--- src/rtl/vga_pkg.sv ---
// Shared timing constants, types and decode helpers for the VGA raster timing block.
package vga_pkg;

  localparam int CNT_W     = 11;
  localparam int CNT_LIMIT = 1 << CNT_W;

  localparam int DEF_H_ACTIVE = 640;
  localparam int DEF_H_FP     = 16;
  localparam int DEF_H_SYNC   = 96;
  localparam int DEF_H_BP     = 48;
  localparam int DEF_V_ACTIVE = 480;
  localparam int DEF_V_FP     = 10;
  localparam int DEF_V_SYNC   = 2;
  localparam int DEF_V_BP     = 33;

  localparam bit SYNC_ACTIVE_LOW  = 1'b0;
  localparam bit SYNC_ACTIVE_HIGH = 1'b1;

  typedef enum logic [1:0] {
    PH_ACTIVE,
    PH_FRONT,
    PH_SYNC,
    PH_BACK
  } phase_e;

  // Bit order matters: the delay line carries this struct as a flat 3-bit word.
  typedef struct packed {
    logic de;
    logic hsync;
    logic vsync;
  } sync_t;

  function automatic int timing_total(input int act, input int fp, input int syn, input int bp);
    return act + fp + syn + bp;
  endfunction

  function automatic phase_e phase_of(input logic [CNT_W-1:0] c, input int act, input int fp,
                                      input int syn);
    int v;
    v = int'(c);
    if (v < act) return PH_ACTIVE;
    if (v < act + fp) return PH_FRONT;
    if (v < act + fp + syn) return PH_SYNC;
    return PH_BACK;
  endfunction

endpackage

--- src/rtl/sync_delay.sv ---
// DEPTH-stage, 3-bit shift register with synchronous reset to RST_VAL; DEPTH=0 is a wire.
module sync_delay #(
  parameter int         DEPTH   = 0,
  parameter logic [2:0] RST_VAL = 3'b000
) (
  input  logic       clk,
  input  logic       rst,
  input  logic [2:0] d,
  output logic [2:0] q
);

  if (DEPTH == 0) begin : g_pass
    logic unused_clk_rst;
    assign unused_clk_rst = clk ^ rst;
    assign q = d;
  end else begin : g_pipe
    logic [DEPTH-1:0][2:0] pipe;

    always_ff @(posedge clk) begin
      if (rst) begin
        for (int i = 0; i < DEPTH; i++) pipe[i] <= RST_VAL;
      end else begin
        pipe[0] <= d;
        for (int i = 1; i < DEPTH; i++) pipe[i] <= pipe[i-1];
      end
    end

    assign q = pipe[DEPTH-1];
  end

endmodule

--- src/rtl/vga_timing.sv ---
// Raster timing generator: x/y counters, de and sync strobes with an optional output delay line.
// Define VGA_TIMING_FRAME_CNT_EN to add the 8-bit frame counter port.
module vga_timing
  import vga_pkg::*;
#(
  parameter int H_ACTIVE  = DEF_H_ACTIVE,
  parameter int H_FP      = DEF_H_FP,
  parameter int H_SYNC    = DEF_H_SYNC,
  parameter int H_BP      = DEF_H_BP,
  parameter int V_ACTIVE  = DEF_V_ACTIVE,
  parameter int V_FP      = DEF_V_FP,
  parameter int V_SYNC    = DEF_V_SYNC,
  parameter int V_BP      = DEF_V_BP,
  parameter bit HSYNC_POL = SYNC_ACTIVE_LOW,
  parameter bit VSYNC_POL = SYNC_ACTIVE_LOW,
  parameter int PIPE_DLY  = 0
) (
  input  logic             clk,
  input  logic             rst,
  output logic [CNT_W-1:0] x,
  output logic [CNT_W-1:0] y,
  output logic             de,
  output logic             hsync,
  output logic             vsync,
  output logic             line_start,
  output logic             frame_start
`ifdef VGA_TIMING_FRAME_CNT_EN
  ,
  output logic [7:0]       frame
`endif
);

  localparam int H_TOTAL = timing_total(H_ACTIVE, H_FP, H_SYNC, H_BP);
  localparam int V_TOTAL = timing_total(V_ACTIVE, V_FP, V_SYNC, V_BP);

  if (H_TOTAL > CNT_LIMIT || V_TOTAL > CNT_LIMIT || PIPE_DLY < 0 || PIPE_DLY > 4) begin : g_bad_params
    $error("vga_timing: illegal parameters (totals must fit 11 bits, PIPE_DLY 0..4)");
  end

  localparam logic [CNT_W-1:0] H_LAST = CNT_W'(H_TOTAL - 1);
  localparam logic [CNT_W-1:0] V_LAST = CNT_W'(V_TOTAL - 1);

  logic h_wrap, v_wrap;
  assign h_wrap = (x == H_LAST);
  assign v_wrap = (y == V_LAST);

  always_ff @(posedge clk) begin
    if (rst) begin
      x <= '0;
      y <= '0;
    end else if (h_wrap) begin
      x <= '0;
      y <= v_wrap ? '0 : y + 1'b1;
    end else begin
      x <= x + 1'b1;
    end
  end

  assign line_start  = (x == '0);
  assign frame_start = (x == '0) && (y == '0);

  // Pure counter decode: the phase is a function of the counters alone.
  phase_e h_ph, v_ph;
  sync_t  raw, dly;

  assign h_ph = phase_of(x, H_ACTIVE, H_FP, H_SYNC);
  assign v_ph = phase_of(y, V_ACTIVE, V_FP, V_SYNC);

  always_comb begin
    raw       = '0;
    raw.de    = (h_ph == PH_ACTIVE) && (v_ph == PH_ACTIVE);
    raw.hsync = (h_ph == PH_SYNC) ? HSYNC_POL : ~HSYNC_POL;
    raw.vsync = (v_ph == PH_SYNC) ? VSYNC_POL : ~VSYNC_POL;
  end

  localparam sync_t IDLE = '{de: 1'b0, hsync: ~HSYNC_POL, vsync: ~VSYNC_POL};

  sync_delay #(
    .DEPTH  (PIPE_DLY),
    .RST_VAL(IDLE)
  ) u_sync_delay (
    .clk(clk),
    .rst(rst),
    .d  (raw),
    .q  (dly)
  );

  assign de    = dly.de;
  assign hsync = dly.hsync;
  assign vsync = dly.vsync;

`ifdef VGA_TIMING_FRAME_CNT_EN
  always_ff @(posedge clk) begin
    if (rst) frame <= '0;
    else if (h_wrap && v_wrap) frame <= frame + 8'd1;
  end
`endif

endmodule

--- config.mk ---
export PLATFORM = sky130hd
export DESIGN_NAME = vga_timing
export DESIGN_NICKNAME = d
export VERILOG_FILES = /design/src/rtl/vga_pkg.sv /design/src/rtl/sync_delay.sv /design/src/rtl/vga_timing.sv
export SDC_FILE = /design/constraint.sdc
export NUM_CORES = 1
export LEC_CHECK = 0
export ABC_AREA = 1
export BUFFER_PORTS_ARGS = -buffer_cell sky130_fd_sc_hd__buf_4
export CORE_UTILIZATION = 53
export CTS_BUF_LIST = sky130_fd_sc_hd__clkbuf_8 sky130_fd_sc_hd__clkbuf_16
export CTS_CLUSTER_SIZE = 40
export DETAILED_ROUTE_END_ITERATION = 10
export PLACE_DENSITY = 0.79
export RECOVER_POWER = 50
export SLEW_MARGIN = 20
export SYNTH_ARGS = -nofsm -noshare
export SYNTH_HDL_FRONTEND = slang
export SYNTH_SLANG_ARGS = --single-unit
--- constraint.sdc ---
create_clock -name clk -period 2.2 [get_ports clk]
set_clock_uncertainty 0.15 [all_clocks]
set_input_delay 0.11 -clock clk [delete_from_list [all_inputs] [get_ports clk]]
set_output_delay 0.11 -clock clk [all_outputs]
set_load 0.01 [all_outputs]
# Word-level counts from Yosys, hierarchy flattened
# Cells that the tools add are included.
# op_classes
muxes,27
order_cmp,6
reduce_logical,7
eq_ne,4
addsub,2
# op_table
operator,count
"11-bit by 10-bit < comparator with 1-bit output, second input constant",3
"11-bit by 9-bit < comparator with 1-bit output, second input constant",3
2-bit 2-to-1 mux,12
"11-bit by 1-bit adder with 11-bit output, second input constant",2
"11-bit by 10-bit equality test with 1-bit output, second input constant",2
11-bit logical NOT,2
1-bit 2-to-1 mux,14
11-bit 2-to-1 mux,1
"2-bit equality test, second input constant",2
2-bit logical NOT,2
1-bit logical AND,2
2-bit OR reduction,1
# totals
reg_bits,22
wordCells,48
out_inout_bits,27
in_bits,2

# Depth between registers and ports, before layout
# Gate-level depths: netlist of the first run.
# depth
depth_word,10
depth_mapped,9
ltp_nobuf,9

# Hierarchy
# A second synthesis of the first run with hierarchy kept.
# unflattened
hier_cells,212
area_unflattened_um2,1347.5
# by_module_without_submodules
module,n_inst,area_each_um2,seq_area_each_um2,cells_per_inst
vga_timing,1,1325.0,440.4,209
sync_delay,1,22.5,0.0,3

# Worst setup path after synthesis of the first run
# Ideal clock, no wire load.
# synth_timing
kind,flip-flop to flip-flop
startpoint,register x[0]
endpoint,register y[9]
path_buffers,1
arrival_time_ps,1345
setup_ps,119
setup_slack_ps,586
required_ps,1931
synth_period_minus_slack_ps,1614
path_stages_with_launch,10
path_cell_list,dfxtp_1 ha_1 nand2_2 nor2_2 nand2_1 nor2_4 buf_6 nand3_1 nand2_1 nor2_1
# synth_via
elab_chain_cells,1
# synth_rtl
element,line_no,source
"start, declared",vga_timing.sv:20,"output logic [CNT_W-1:0] x,"
"start signal, assigned",vga_timing.sv:55,x <= x + 1'b1;
11-bit by 10-bit equality test with 1-bit output,vga_timing.sv:44,assign h_wrap = (x == H_LAST);
"end signal, assigned",vga_timing.sv:53,y <= v_wrap ? '0 : y + 1'b1;
"end, declared",vga_timing.sv:21,"output logic [CNT_W-1:0] y,"
# No other way between the ends.
# A chain may end at the register's enable or synchronous reset.

# Worst setup path after layout of the first run
# layout_timing
startpoint,register x[0]
endpoint,register y[10]
# The elaborated chain is that of the path after synthesis.

==> results of run 1 <==
==> where the power goes <==
group,internal [W],leakage [nW],switching (W)
sequential,0.000402,0.178,0.00000553
combinational,0.0000173,0.426,0.0000251
clock,0.000159,0.0288,0.000128
==> registers in the layout, summed over array words and instances (netlist names) <==
name / cells
x: 11
y: 11
==> per-layer routing <==
layer / up-vias / global-route usage
li1: 712 / -
met1: 603 / 0.2919
met2: 42 / 0.4827
met3: 2 / 0.03869
met4: 0 / 0.07207
met5: - / 0
==> worst max-delay path, cell delays in order (launching register included) <==
cell and delay, ns:
dfxtp_1 0.40, ha_1 0.22, nand2_2 0.08, nor2_2 0.11, nand2_1 0.09, nor2_4 0.33
nand2_1 0.09, nand2_1 0.09, nand2_1 0.06, nor2_1 0.08
==> worst min path at each step <==
stage               start    to  slack [ns]  depth (start not counted)
global placement      rst  y[7]        0.18                          2
detailed placement    rst  y[6]        0.18                          2
global route         x[0]  x[0]        0.37                          1
finish               x[0]  x[0]        0.35                          1
floorplan             rst  y[8]        0.03                          1
CTS                  x[0]  x[0]        0.36                          1
==> layout by cell type (no fill, tap or decap), drive strengths merged <==
cell         Yosys  layout
nand2           55      55
clkbuf           0      28
xor2             1       1
nor3             5       5
a21oi            5       5
nor2            40      40
ha               4       4
dlygate4sd3      0       1
a31oi            1       1
nand4            6       6
nor4             1       1
nor3b            3       3
buf              1       4
o211ai           1       1
nand3           26      26
dfxtp           22      22
o21ai            2       2
inv             32      32
==> cells by family (layout without fill, tap and decap cells) <==
logic type,after synthesis,in the layout,synth area share
flip-flops,22,22,0.3411
buffers and inverters,33,65,0.1017
AO/OA/AOI/OAI,9,9,0.04070
adder cells (fa/ha/maj),4,4,0.03876
AND/OR/NAND/NOR,136,136,0.4709
XOR/XNOR,1,1,0.006784
==> repair_timing <==
action / CTS / global route
setup buffers: 0 / 0
hold endpoints to repair: 5 / 0
hold buffers: 1 / 0
gates resized for setup: 0 / 0
==> area by class of cell <==
| class | instances | area, µm² | area share |
|---|---|---|---|
| Timing Repair Buffer | 29 | 130.1 | 0.08674 |
| Tap cell | 28 | 35.03 | 0.02335 |
| Clock buffer | 4 | 55.05 | 0.03670 |
| Inverter | 32 | 120.1 | 0.08007 |
| Sequential cell | 22 | 440.4 | 0.2936 |
| Multi-Input combinational cell | 150 | 719.4 | 0.4796 |
==> metrics by stage <==
stage / total power [W] / instances / utilization
after floorplan: 0.0004416 / 205 / -
after global placement: 0.0004637 / 260 / 0.6765
after detailed placement: 0.0004649 / 260 / 0.6765
after CTS: 0.0007502 / 265 / 0.7053
after global routing: 0.0007655 / 265 / 0.6654
final: 0.0007379 / 265 / 0.6654
==> flow_summary.ini, run 1 <==
[outcome]
status = complete, no violations

[power_and_ir_drop]
power.density_nw_per_um2 = 491.9
peakVddDrop_uv = 450.9
leakage_nw = 0.6320

[cells_and_area]
fin_area_um2 = 1500
area_growth_pct = 16.18
n_fill_cell = 237
num_antenna_cells = 0
layout-drive-gt1-share = 0.08017
final_nets = 244

[global_routing]
grt_pass1_wl_mm = 5.175
grt_max_degree = 18
first_global_vias = 1263
track_usage = 0.2560
antenna_found_initial = 0
globalRouteOverflowTotal = 0

[die]
start_util = 0.5727
fp-row-count = 17
pin_count = 29
fp.dieW_um = 51.36
core_area_um2 = 2255
die_area_um2 = 2638
die_h_um = 51.36

[synth]
synthCells = 205
synth_edf_count = 0
syn_area_um2 = 1291
yosys.cell_count.top_type = nand2_1
synth_top_area_frac = 0.3411
ys.warnings.count = 0
syn_nets = 211
ys_top_cells_by_area = dfxtp_1 34%, nand2_1 15%, nor2_1 10%
synth_commonest_cells = 53 x nand2_1, 36 x nor2_1, 30 x inv_1
synth_seq_cells = 22
yosysSeqAreaShare = 0.3411
synthDominantAreaCellType = dfxtp_1
synth_flop_cell = dfxtp_1
avgSynthCellArea_um2 = 6.299
async_flop_share = 0
synthDistinctLibCells = 22

[sta]
slew_headroom = 0.6963
hold_violations = 0
tightest_slew_ns = 0.4521
layout_min_cycle_time_ns = 1.758
fmax_ghz = 0.5689
hold_slack_ns = 0.3471
rsz0062_at_grt = no
fin_ws_ns = 0.4421
setup_viol = 0
period_share = 0.7991
setup_tns_ns = 0
report.final.slew_viol_count = 0

[routing]
wl_per_cell_um = 11.49
wl_met1_mm = 1.348
num_vias = 1359
antenna_left = 0
met2_length_mm = 1.544
drc = 0
dr.pass1.iters = 4
wl_mm = 3.044
avgViaCountPerCell = 5.128
maxUsedRoutingLayer = met4
route.met3.wl_um = 141
first_iter_violations = 36

[clock_tree]
htree_levels = 1
clockRootBuffer = clkbuf_8
clock-sinks = 22
clk_pin_slew_ns = 0.08
insertion_delay_ns = 0.26
cts_buffer_depth = 2
cts_made_buffers = 3
cts_tree = built

[critical_path]
r2r_cells = 9
regToRegSetupSlack_ns = 0.44
start_kind = flip-flop
reg2reg_from = x[0]
required_ns = 2.25
startpoint = x[0]
end_kind = flip-flop
r2r-end = y[10]
cp-endpoint = y[10]
path_max_fanout = 17
worstPathArrival_ns = 1.81
crit_type = flip-flop to flip-flop

[hold_path]
hold_class = flip-flop to flip-flop

[job]
max-cap-violations = 0

[placed_design]
dpl_cell_area_um2 = 1525
hpwl_mm = 2.319
place_ws_ns = 0.4582
port_buffers = 28
gp_congestion = 0.8312
Note: power is estimated with default switching activity, not from simulation.
==> inputs of run 2 (changes only) <==
- ABC_AREA: 1 -> 0
- CORE_UTILIZATION: 53 -> 47
- PLACE_DENSITY: 0.79 -> 0.75
- clock period: 2.2 -> 1.4 ns (I/O delays scaled with it)
==> run 2 against run 1 <==
Fmax fell by 8.1%. Area after synthesis fell by 7.2%. The flow now finishes with violations (negative setup slack). Clock power rose by 41%.
==> flow_summary.ini, run 2 <==
[clock_tree]
cts_made_buffers = 3
clockRootBuffer = clkbuf_8
insertion_delay_ns = 0.26
htree_levels = 1
cts_tree = built
clock-sinks = 22
clk_pin_slew_ns = 0.08
cts_buffer_depth = 2

[cells_and_area]
fin_cells = 245
final_cell_mix = 58 x buf_4, 20 x nor2_1, 15 x buf_6
num_antenna_cells = 0
fin_area_um2 = 2063
top_regs = x (11), y (11)
area_growth_pct = 72.13
final_common_cell = buf_4
final_util = 0.8981
layout-drive-gt1-share = 0.5622
final_nets = 224

[global_routing]
antenna_found_initial = 0
first_global_vias = 1230
grt_pass1_wl_mm = 5.706
track_usage = 0.2817
globalRouteOverflowTotal = 0
grt_max_degree = 13

[die]
fp.dieW_um = 52.50
fp-row-count = 17
die_h_um = 52.50
pin_count = 29
die_area_um2 = 2756
start_util = 0.5218
core_area_um2 = 2297

[sta]
layout_min_cycle_time_ns = 1.913
rsz0062_at_grt = yes
period_share = 1.367
setup_viol = 24
fin_ws_ns = -0.5133
slew_headroom = 0.6680
tightest_slew_ns = 0.4935
hold_violations = 0
report.final.slew_viol_count = 0
fmax_ghz = 0.5227

[synth]
synth_flop_cell = dfxtp_1
synth_simple_gate_area_share = 0.3664
yosys.cell_count.top_type = nor2_1
syn_area_um2 = 1199
ys_top_cells_by_area = dfxtp_1 37%, nor2_1 7.2%, xor2_1 5.8%
async_flop_share = 0
synth_top_area_frac = 0.3674
synthDominantAreaCellType = dfxtp_1
synth_seq_cells = 22
yosysSeqAreaShare = 0.3674
synth_commonest_cells = 23 x nor2_1, 22 x dfxtp_1, 12 x nand3_1
synthDistinctLibCells = 31
synthCells = 143
synth_xor_area_frac = 0.1023
synth_compound_area_frac = 0.05219
synth_edf_count = 0
synth_top_family_by_area = simple AND/OR/NAND/NOR gates
synth_mux_area_frac = 0.02505
synth_adder_area_share = 0.04175
syn_nets = 149
ys.warnings.count = 0
avgSynthCellArea_um2 = 8.382

[routing]
num_vias = 1400
drc = 0
antenna_left = 0
dr.pass1.iters = 5
avgViaCountPerCell = 5.714
first_iter_violations = 52
wl_mm = 4.181
wl_per_cell_um = 17.07

[critical_path]
cp_cell_sequence = or4_4 > nor4_4 > mux2i_1 > nor3_1
start_kind = flip-flop
end_kind = flip-flop
required_ns = 1.40
crit_type = flip-flop to flip-flop
slowest_delay_ns = 0.58
path_max_fanout = 4
worstPathArrival_ns = 1.92
worst_path_max_delay_cell = or4_4

[power_and_ir_drop]
power.density_nw_per_um2 = 585.2
leakage_nw = 0.8556
power_w = 0.001208
peakVddDrop_uv = 777.4

[placed_design]
port_buffers = 28
gp_congestion = 0.8266
hpwl_mm = 2.523
post-place-cells = 231
dpl_cell_area_um2 = 1740

[outcome]
status = complete, but fails checks
violations = negative setup slack

[job]
max-cap-violations = 0

[hold_path]
hold_class = flip-flop to flip-flop
## run 2: cell type report
cell class                      instances  area [µm²]
Multi-Input combinational cell        109       873.3
Timing Repair Buffer                   75       621.8
Sequential cell                        22       459.2
Fill cell                             105       234.0
Clock buffer                            3       41.29
Tap cell                               28       35.03
Inverter                                7       28.78
Clock inverter                          1       3.754
## run 2: path summary, 6_finish.rpt
check / endpoint / startpoint / slack [ns] / cells after the start
worst min-delay path: x[0] / x[0] / 0.35 / 1
worst min register to register: x[0] / x[0] / 0.35 / 1
worst max-delay path: y[10] / x[7] / -0.51 / 4
worst max register to register: y[10] / x[7] / -0.51 / 4
## run 2: cells by family (layout without fill, tap and decap cells)
family,Yosys count,in the layout
XOR/XNOR,14,14
AND/OR/NAND/NOR,79,79
AO/OA/AOI/OAI,9,9
adder cells (fa/ha/maj),4,4
multiplexers,3,3
flip-flops,22,22
buffers and inverters,12,86
## run 2: metal layers
| metal | track usage | routed length, µm | vias to the layer above |
|---|---|---|---|
| li1 | - | - | 651 |
| met1 | 0.3345 | 1729 | 672 |
| met2 | 0.4979 | 2141 | 63 |
| met3 | 0.04348 | 190 | 14 |
| met4 | 0.1140 | 119 | 0 |
| met5 | 0 | 0 | - |
## run 2: critical path: cells and delay by family, from the launching register on
kind | cells | cell delay, ns
simple gates | 3 | 1.05
flops | 1 | 0.33
mux | 1 | 0.27
## run 2: report_power, final
| group | internal, W | total (W) | switching, W |
|---|---|---|---|
| registers | 0.000632 | 0.000640 | 0.00000857 |
| logic | 0.0000907 | 0.000161 | 0.0000703 |
| clock network | 0.000196 | 0.000406 | 0.000210 |
## run 2: timing repair
action / 4_1_cts / 5_1_grt
pin swaps: 12 / 22
buffers inserted: 7 / 4
setup endpoints to repair: 25 / 25
hold buffers: 1 / 0
gates resized for setup: 28 / 28
endpoints found under the hold margin: 8 / 0
## run 2: through the flow
step / setup TNS, ns / hold WS (ns) / setup WS (ns)
global placement: -9.543 / 0.1865 / -0.5064
floorplan: -9.846 / 0.2019 / -0.5476
finish: -9.539 / 0.3458 / -0.5133
CTS: -9.512 / 0.3287 / -0.4721
detailed placement: -10.30 / 0.1889 / -0.5692
global route: -10.76 / 0.3786 / -0.5672
